<file path="src/rtl/fifo_arb_pkg.sv">
// Shared types and helpers for the FIFO write-port arbiter.
package fifo_arb_pkg;

    typedef enum logic [0:0] {
        ARB_IDLE = 1'b0,
        ARB_HOLD = 1'b1
    } arb_state_t;

    // Wraps explicitly so NUM_REQ need not be a power of two.
    function automatic int rr_next(input int ptr, input int n);
        return (ptr + 1 >= n) ? 0 : ptr + 1;
    endfunction

endpackage

</file>
<file path="src/rtl/fifo_wr_arbiter_rr_picker.sv">
// Combinational round-robin search: first valid requester at or after rr_ptr, wrapping.
module rr_picker #(
    parameter int NUM_REQ = 4,
    parameter int ID_W    = 2
) (
    input  logic [NUM_REQ-1:0] req_valid,
    input  logic [ID_W-1:0]    rr_ptr,
    output logic               found,
    output logic [ID_W-1:0]    winner
);

    logic [NUM_REQ-1:0] masked;

    // NOTE: every output of a combinational block gets a default first, so no path can infer a latch.
    always_comb begin
        masked = '0;
        winner = '0;
        found  = |req_valid;
        for (int i = 0; i < NUM_REQ; i++) begin
            masked[i] = req_valid[i] && (i >= int'(rr_ptr));
        end
        // Descending scan so the lowest index is the last one written.
        if (|masked) begin
            for (int i = NUM_REQ - 1; i >= 0; i--) begin
                if (masked[i]) winner = ID_W'(i);
            end
        end else begin
            for (int i = NUM_REQ - 1; i >= 0; i--) begin
                if (req_valid[i]) winner = ID_W'(i);
            end
        end
    end

endmodule

</file>
<file path="src/rtl/fifo_wr_arbiter.sv">
// Round-robin arbiter sharing one FIFO write port among NUM_REQ valid/ready requesters.
// Define FIFO_ARB_BURST_EN to let an owner hold the grant for up to MAX_BURST beats.
module fifo_wr_arbiter
    import fifo_arb_pkg::*;
#(
    parameter int  NUM_REQ    = 4,
    parameter int  DATA_WIDTH = 8,
    parameter int  MAX_BURST  = 4,
    localparam int ID_W       = (NUM_REQ > 1) ? $clog2(NUM_REQ) : 1
) (
    input  logic                          clk,
    input  logic                          rst,
    input  logic [NUM_REQ-1:0]            req_valid,
    input  logic [NUM_REQ*DATA_WIDTH-1:0] req_data,
    output logic [NUM_REQ-1:0]            req_ready,
    input  logic                          fifo_full,
    output logic                          wr_en,
    output logic [DATA_WIDTH-1:0]         data_wr,
    output logic [ID_W-1:0]               grant_id,
    output logic                          busy
);

    if (NUM_REQ < 2 || NUM_REQ > 16 || MAX_BURST < 1 || MAX_BURST > 255) begin : g_param_check
        $error("fifo_wr_arbiter: parameter out of range");
    end

    logic [ID_W-1:0] rr_ptr_q, rr_ptr_d;
    logic            pick_found;
    logic [ID_W-1:0] pick_id;
    logic            win_valid;
    logic [ID_W-1:0] win_id;
    logic            xfer;

    rr_picker #(
        .NUM_REQ (NUM_REQ),
        .ID_W    (ID_W)
    ) u_rr_picker (
        .req_valid (req_valid),
        .rr_ptr    (rr_ptr_q),
        .found     (pick_found),
        .winner    (pick_id)
    );

`ifdef FIFO_ARB_BURST_EN
    localparam int BEATS_W = $clog2(MAX_BURST + 1);

    arb_state_t         state_q, state_d;
    logic [ID_W-1:0]    owner_q, owner_d;
    logic [BEATS_W-1:0] beats_q, beats_d;
`endif

    always_comb begin
        win_id    = pick_id;
        win_valid = pick_found;
`ifdef FIFO_ARB_BURST_EN
        // The owner keeps the grant even if its valid drops; that cycle simply ends the burst.
        if (state_q == ARB_HOLD) begin
            win_id    = owner_q;
            win_valid = 1'b1;
        end
`endif
        xfer      = win_valid && req_valid[win_id] && !fifo_full && !rst;
        wr_en     = xfer;
        req_ready = '0;
        grant_id  = '0;
        data_wr   = '0;
        if (!rst) begin
            if (win_valid && !fifo_full) req_ready[win_id] = 1'b1;
            grant_id = win_id;
            for (int k = 0; k < NUM_REQ; k++) begin
                if (ID_W'(k) == win_id) data_wr = req_data[k*DATA_WIDTH +: DATA_WIDTH];
            end
        end
    end

`ifdef FIFO_ARB_BURST_EN
    assign busy = !rst && (state_q == ARB_HOLD);

    always_comb begin
        state_d  = state_q;
        owner_d  = owner_q;
        beats_d  = beats_q;
        rr_ptr_d = rr_ptr_q;
        case (state_q)
            ARB_IDLE: begin
                if (xfer) begin
                    if (MAX_BURST > 1) begin
                        state_d = ARB_HOLD;
                        owner_d = win_id;
                        beats_d = BEATS_W'(1);
                    end else begin
                        rr_ptr_d = ID_W'(rr_next(int'(win_id), NUM_REQ));
                    end
                end
            end
            ARB_HOLD: begin
                if (!req_valid[owner_q] || (xfer && beats_q == BEATS_W'(MAX_BURST - 1))) begin
                    state_d  = ARB_IDLE;
                    beats_d  = '0;
                    rr_ptr_d = ID_W'(rr_next(int'(owner_q), NUM_REQ));
                end else if (xfer) begin
                    beats_d = beats_q + BEATS_W'(1);
                end
            end
            default: state_d = ARB_IDLE;
        endcase
    end

    // NOTE: sequential state uses non-blocking assignments so every register samples pre-edge values.
    always_ff @(posedge clk) begin
        if (rst) begin
            state_q  <= ARB_IDLE;
            owner_q  <= '0;
            beats_q  <= '0;
            rr_ptr_q <= '0;
        end else begin
            state_q  <= state_d;
            owner_q  <= owner_d;
            beats_q  <= beats_d;
            rr_ptr_q <= rr_ptr_d;
        end
    end
`else
    assign busy = 1'b0;

    always_comb begin
        rr_ptr_d = rr_ptr_q;
        if (xfer) rr_ptr_d = ID_W'(rr_next(int'(win_id), NUM_REQ));
    end

    // NOTE: sequential state uses non-blocking assignments so every register samples pre-edge values.
    always_ff @(posedge clk) begin
        if (rst) begin
            rr_ptr_q <= '0;
        end else begin
            rr_ptr_q <= rr_ptr_d;
        end
    end
`endif

endmodule

</file>
<file path="config.mk">
export PLATFORM = sky130hd
export DESIGN_NAME = fifo_wr_arbiter
export DESIGN_NICKNAME = d
export VERILOG_FILES = /design/src/rtl/fifo_arb_pkg.sv /design/src/rtl/fifo_wr_arbiter_rr_picker.sv /design/src/rtl/fifo_wr_arbiter.sv
export SDC_FILE = /design/constraint.sdc
export NUM_CORES = 1
export LEC_CHECK = 0
export BUFFER_PORTS_ARGS = -buffer_cell sky130_fd_sc_hd__buf_4
export CORE_MARGIN = 2
export CORE_UTILIZATION = 37
export DETAILED_ROUTE_END_ITERATION = 7
export PLACE_DENSITY = 0.88
export SYNTH_ARGS = -nofsm -noshare
export SYNTH_HDL_FRONTEND = slang
export SYNTH_SLANG_ARGS = --single-unit
</file>
<file path="constraint.sdc">
create_clock -name clk -period 3.32 [get_ports clk]
set_clock_uncertainty 0.2 [all_clocks]
set_input_delay 0.498 -clock clk [delete_from_list [all_inputs] [get_ports clk]]
set_output_delay 0.498 -clock clk [all_outputs]
set_load 0.05 [all_outputs]
</file>
## After elaboration in Yosys (flattened, before gate mapping)

Index checks and enable logic that the tools add are counted.
W data, S select, Z words.

| storage, ports and cells | value |
|---|---|
| register bits after elaboration | 2 |
| input port bits | 39 |
| output and inout bits | 16 |
| logic and storage cells | 45 |

| operators by class | value |
|---|---|
| add/sub/neg operators | 1 |
| $lt $le $gt $ge | 6 |
| equality and inequality tests | 3 |
| mux-type cells | 21 |
| reduce and logical (&&, ||, !) cells | 13 |

Operators by type and width:

| operator | count |
|---|---|
| $mux W8 | 5 |
| $mux W2 | 10 |
| $logic_and A1 B1 Y1 | 8 |
| $mux W4 | 2 |
| $reduce_or A4 Y1 | 2 |
| $eq A2 B2 Y1 const A | 2 |
| $ge A1 B2 Y1 const A | 2 |
| $add A2 B1 Y3 const B | 1 |
| $ge A3 B3 Y1 const B | 1 |
| $lt A2 B3 Y1 const B | 1 |
| $bmux W1 S2 | 1 |
| $demux W1 S2 | 1 |
| $eq A1 B2 Y1 const A | 1 |
| $ge A2 B1 Y1 const B | 1 |
| $ge A2 B2 Y1 const A | 1 |
| $logic_not A1 Y1 | 2 |
| $logic_not A2 Y1 | 1 |
| $mux W1 | 2 |

## Longest topological paths before layout

| logic depth | value |
|---|---|
| word-level depth | 12 |
| gate-level depth with buffers | 10 |
| mapped depth without buffers | 7 |

## Hierarchy

From an unflattened synthesis, not the netlist that was laid out.

| unflattened totals | value |
|---|---|
| cells, all modules | 94 |
| area total of the unflattened synthesis | 639.4 µm² |

Modules (own cells, without submodules):

| module | times used | cells an instance | area each (µm²) | sequential area each (µm²) |
|---|---|---|---|---|
| fifo_wr_arbiter | 1 | 81 | 561.8 | 40.0 |
| rr_picker | 1 | 13 | 77.6 | 0.0 |

## Worst setup path before layout

No wires, ideal clock.

| timing path | value |
|---|---|
| kind | input -> output |
| from | input port req_valid[1] |
| to | output port data_wr[6] |
| arrival | 2607 ps |
| required time | 2622 ps |
| setup slack | 15 ps |
| stages | 9 |
| cells stage by stage | or3b_1 o221a_4 inv_2 ha_1 buf_2 buf_4 a21oi_1 a221o_1 a21oi_1 |

| on the way | value |
|---|---|
| cells in the longest elaborated chain, start to end | 10 |
| elaborated cells between the ends (all ways) | 16 |
| classes of those cells | 3 x eq/ne; 10 x mux; 3 x reduce/logical |

Ends and longest elaborated chain:

| element | line | RTL |
|---|---|---|
| start, declared | fifo_wr_arbiter.sv:13 | `input logic [NUM_REQ-1:0] req_valid,` |
| $logic_and A1 B1 Y1 | fifo_wr_arbiter_rr_picker.sv:20 | `masked[i] = req_valid[i] && (i >= int'(rr_ptr));` |
| $mux W2 (2 in series) | fifo_wr_arbiter_rr_picker.sv:25 | `if (masked[i]) winner = ID_W'(i);` |
| $mux W2 * | fifo_wr_arbiter_rr_picker.sv:23 | `if (\|masked) begin` |
| $logic_not A2 Y1 | fifo_wr_arbiter.sv:71 | `if (ID_W'(k) == win_id) data_wr = req_data[k*DATA_WIDTH +: DATA_WIDTH];` |
| $mux W8 (3 in series) | fifo_wr_arbiter.sv:71 |  |
| $mux W8 * | fifo_wr_arbiter.sv:71 |  |
| $mux W8 * | fifo_wr_arbiter.sv:67 | `if (!rst) begin` |
| end, declared | fifo_wr_arbiter.sv:18 | `output logic [DATA_WIDTH-1:0] data_wr,` |

Every way passes the cells marked *; elsewhere a longest branch is shown, timed or not.

## Worst setup path after layout

| timing path | value |
|---|---|
| from | register rr_ptr_q[1] |
| to | output port data_wr[7] |

| on the way | value |
|---|---|
| cells in the longest elaborated chain, start to end | 12 |
| elaborated cells between the ends (all ways) | 20 |
| classes of those cells | 3 x order compare; 3 x eq/ne; 9 x mux; 5 x reduce/logical |

Ends and longest elaborated chain:

| element | line | RTL |
|---|---|---|
| start, declared | fifo_wr_arbiter.sv:27 | `logic [ID_W-1:0] rr_ptr_q, rr_ptr_d;` |
| start signal, assigned | fifo_wr_arbiter.sv:136 | `rr_ptr_q <= rr_ptr_d;` |
| $ge A2 B2 Y1 | fifo_wr_arbiter_rr_picker.sv:20 |  |
| $logic_and A1 B1 Y1 | fifo_wr_arbiter_rr_picker.sv:20 |  |
| $mux W2 (3 in series) | fifo_wr_arbiter_rr_picker.sv:25 |  |
| $mux W2 * | fifo_wr_arbiter_rr_picker.sv:23 |  |
| $logic_not A2 Y1 | fifo_wr_arbiter.sv:71 |  |
| $mux W8 (3 in series) | fifo_wr_arbiter.sv:71 |  |
| $mux W8 * | fifo_wr_arbiter.sv:71 |  |
| $mux W8 * | fifo_wr_arbiter.sv:67 |  |

Marked as above.

==> impl_metrics.tcl <==
set metrics [dict create \
    hold_class "flip-flop to flip-flop" \
    grt_use_met1_pct 19.9 \
    arrival_ns 2.39 \
    synth_top_family_by_area "compound AO/OA/AOI/OAI gates" \
    startpoint_type "flip-flop" \
    cts_buffers 3 \
    power.leakage_uw 0.000509 \
    reg.largest.list "rr_ptr_q x2" \
    slew_violations 0 \
    crit_fanout 17 \
    final_core_util_pct 65.9 \
    syn_area_per_cell_sq_um 6.87 \
    cp.required_ns 2.62 \
    antenna_found_initial 0 \
    cts_root_buf "clkbuf_4" \
    final_common_cell "buf_4" \
    synthTopCellsByArea "a21oi_1, a221o_1, nand3b_1" \
    synthAdderAreaFrac_pct 8.00 \
    ctsHoldBuffers 0 \
    cts_resized 0 \
    rows 14 \
    synth-simple-area-share_pct 25.4 \
    synthCells 91 \
    finalCriticalPeriod_ns 3.08 \
    muxShareOfSynthArea_pct 1.60 \
    track_usage_pct 17.7 \
    dr.pass1.iters 5 \
    dpl.hpwl_um 1470 \
    vdd_drop_max_v 0.000202 \
    via_per_inst 5.55 \
    fillers 138 \
    insertion_delay_ns 0.22 \
    wl_um 1920 \
    synth_top_area_cell "a21oi_1" \
    initial_utilization_pct 40.6 \
    ios 55 \
    htreeDepth 1 \
    maxCapViolCount 0 \
    met2_usage_pct 31.7 \
    use_met3_pct 5.20 \
    drt_iter0_drc 11 \
    drive_gt1_share_pct 47.1 \
    die_y_um 45.1 \
    yosysSeqAreaShare_pct 6.40 \
    final_antenna_net_count 0 \
    die_w_um 45.1 \
    syn-cell-area_sq_um 626 \
    finalWeightedCongestion 0.734 \
    post_cts_buffers 0 \
    routedWlPerCell_um 12.5 \
    yosys_warnings 0 \
    cellPowerDensity_nw_per_um2 305 \
    synth_nets 134 \
    cts_sinks 2 \
    multiInputGateArea_sq_um 494 \
    fmax_mhz 324 \
    ys_ff_latch 2 \
    vias 855 \
    reg2reg_slack_ns 1.57 \
    worstHoldStart "rr_ptr_q[0]" \
    die_area_sq_um 2040 \
    clk_path_buf_depth 2 \
    cts_tree "built" \
    synth_cell_types 31 \
    synth_compound_area_share_pct 42.6 \
    crit_path_start "rr_ptr_q[1]" \
    grt_max_degree 18 \
    outcome "complete, no violations" \
    critPathCaptureType "primary output" \
    setup_viol_count_final 0 \
    largest_reg_flops 2 \
    timing.final.crit_share_pct 92.9 \
    cpPeakStageDelay_ns 0.47 \
    rsz0062_at_grt "false" \
    grt-busiest-layer "met2" \
    cp_cell_sequence "a21oi_1 -> o21a_1 -> o22ai_1 -> ha_2 -> a21oi_1 -> a221o_1 -> a21oi_1 -> buf_4" \
    setup_tns_ns 0 \
    criticalPathCategory "flip-flop to primary output" \
    worstMarginPinSlew_ns 0.572 \
    layout_common_cells "buf_4, a21oi_1, inv_1" \
    core-area_sq_um 1540 \
    path_clk_slew_ns 0.03 \
    grt_pass1_wl_um 2730 \
    largest_register "rr_ptr_q" \
    yosysTopAreaCellShare_pct 15.2 \
    hold_viol_final 0 \
    yosys.area_share.xor_xnor_pct 0 \
    worst_path_most_repeated_cell "a21oi_1" \
    overflow 0 \
    drcViolationCount 0 \
    reg2reg_from "rr_ptr_q[1]" \
    nNetsFinal 183 \
    slowest_stage "dfxtp_1" \
    seq_area_sq_um 40.0 \
    area_growth_syn_to_layout_pct 62.4 \
    max_slew_margin_pct 61.9 \
    grt_pass1_vias 665 \
    io_buffer_count 53 \
    hold_ws_ns 0.361 \
    antenna-diode-count 0 \
]
-- logic make-up after synthesis --
| logic type | after synthesis |
|---|---|
| compound gates | 36 |
| fa+ha+maj | 4 |
| buf+inv | 20 |
| flops | 2 |
| mux | 1 |
| other cells | 1 |
| simple gates | 27 |
-- synthesized netlist by cell type, drive strengths merged --
cell and number:
dfxtp 2, a21oi 20, conb 1, nor4 1, a221o 8, a21boi 1
o21a 1, o31ai 1, nand3 1, clkbuf 2, ha 4, nand3b 8
and3 4, nor2 2, buf 7, nor3 1, mux2i 1, o22a 1
or4 1, a211oi 1, nand2 8, or3b 1, o22ai 1, o221a 2
inv 11
-- worst max-delay path, delay by kind of cell, from the launching register on --
| family | cells | cell delay [ns] |
|---|---|---|
| AOI/OAI and AO/OA | 6 | 1.10 |
| DFF | 1 | 0.47 |
| buffers and inverters | 1 | 0.22 |
| adders and majority gates | 1 | 0.39 |
-- per-layer routing --
| layer | up-vias | part of all wire (%) |
|---|---|---|
| met5 | - | 0 |
| met4 | 0 | 0.36 |
| met3 | 2 | 13 |
| met2 | 53 | 46 |
| met1 | 372 | 40 |
| li1 | 428 | - |
-- final cells by class --
cell class / instances / share of cell area, %
Multi-Input combinational cell: 69 / 48.6
Timing Repair Buffer: 53 / 39.2
Inverter: 11 / 4.06
Sequential cell: 2 / 3.94
Clock buffer: 3 / 2.22
Tap cell: 16 / 1.97
-- final timing paths --
kind | to | depth (start not counted)
max | data_wr[7] | 8
min reg2reg | rr_ptr_q[0] | 2
max reg2reg | rr_ptr_q[1] | 6
min | rr_ptr_q[0] | 2
-- report_power, final --
group | total [uW] | switching (uW) | internal, uW
Combinational | 228 | 130 | 98.0
Clock | 52.5 | 12.7 | 39.8
Sequential | 29.0 | 3.00 | 26.0
-- through the flow --
stage / area [sq um] / setup slack (ns) / power (uW) / cells
after floorplan: 626 / 0.0148 / 185 / 91
after global placement: 988 / 0.205 / 253 / 151
after detailed placement: 988 / 0.148 / 257 / 151
after CTS: 1010 / 0.101 / 312 / 154
after global routing: 1020 / 0.0946 / 330 / 154
final: 1020 / 0.236 / 310 / 154
No activity file was read; power rests on OpenSTA's default activity.
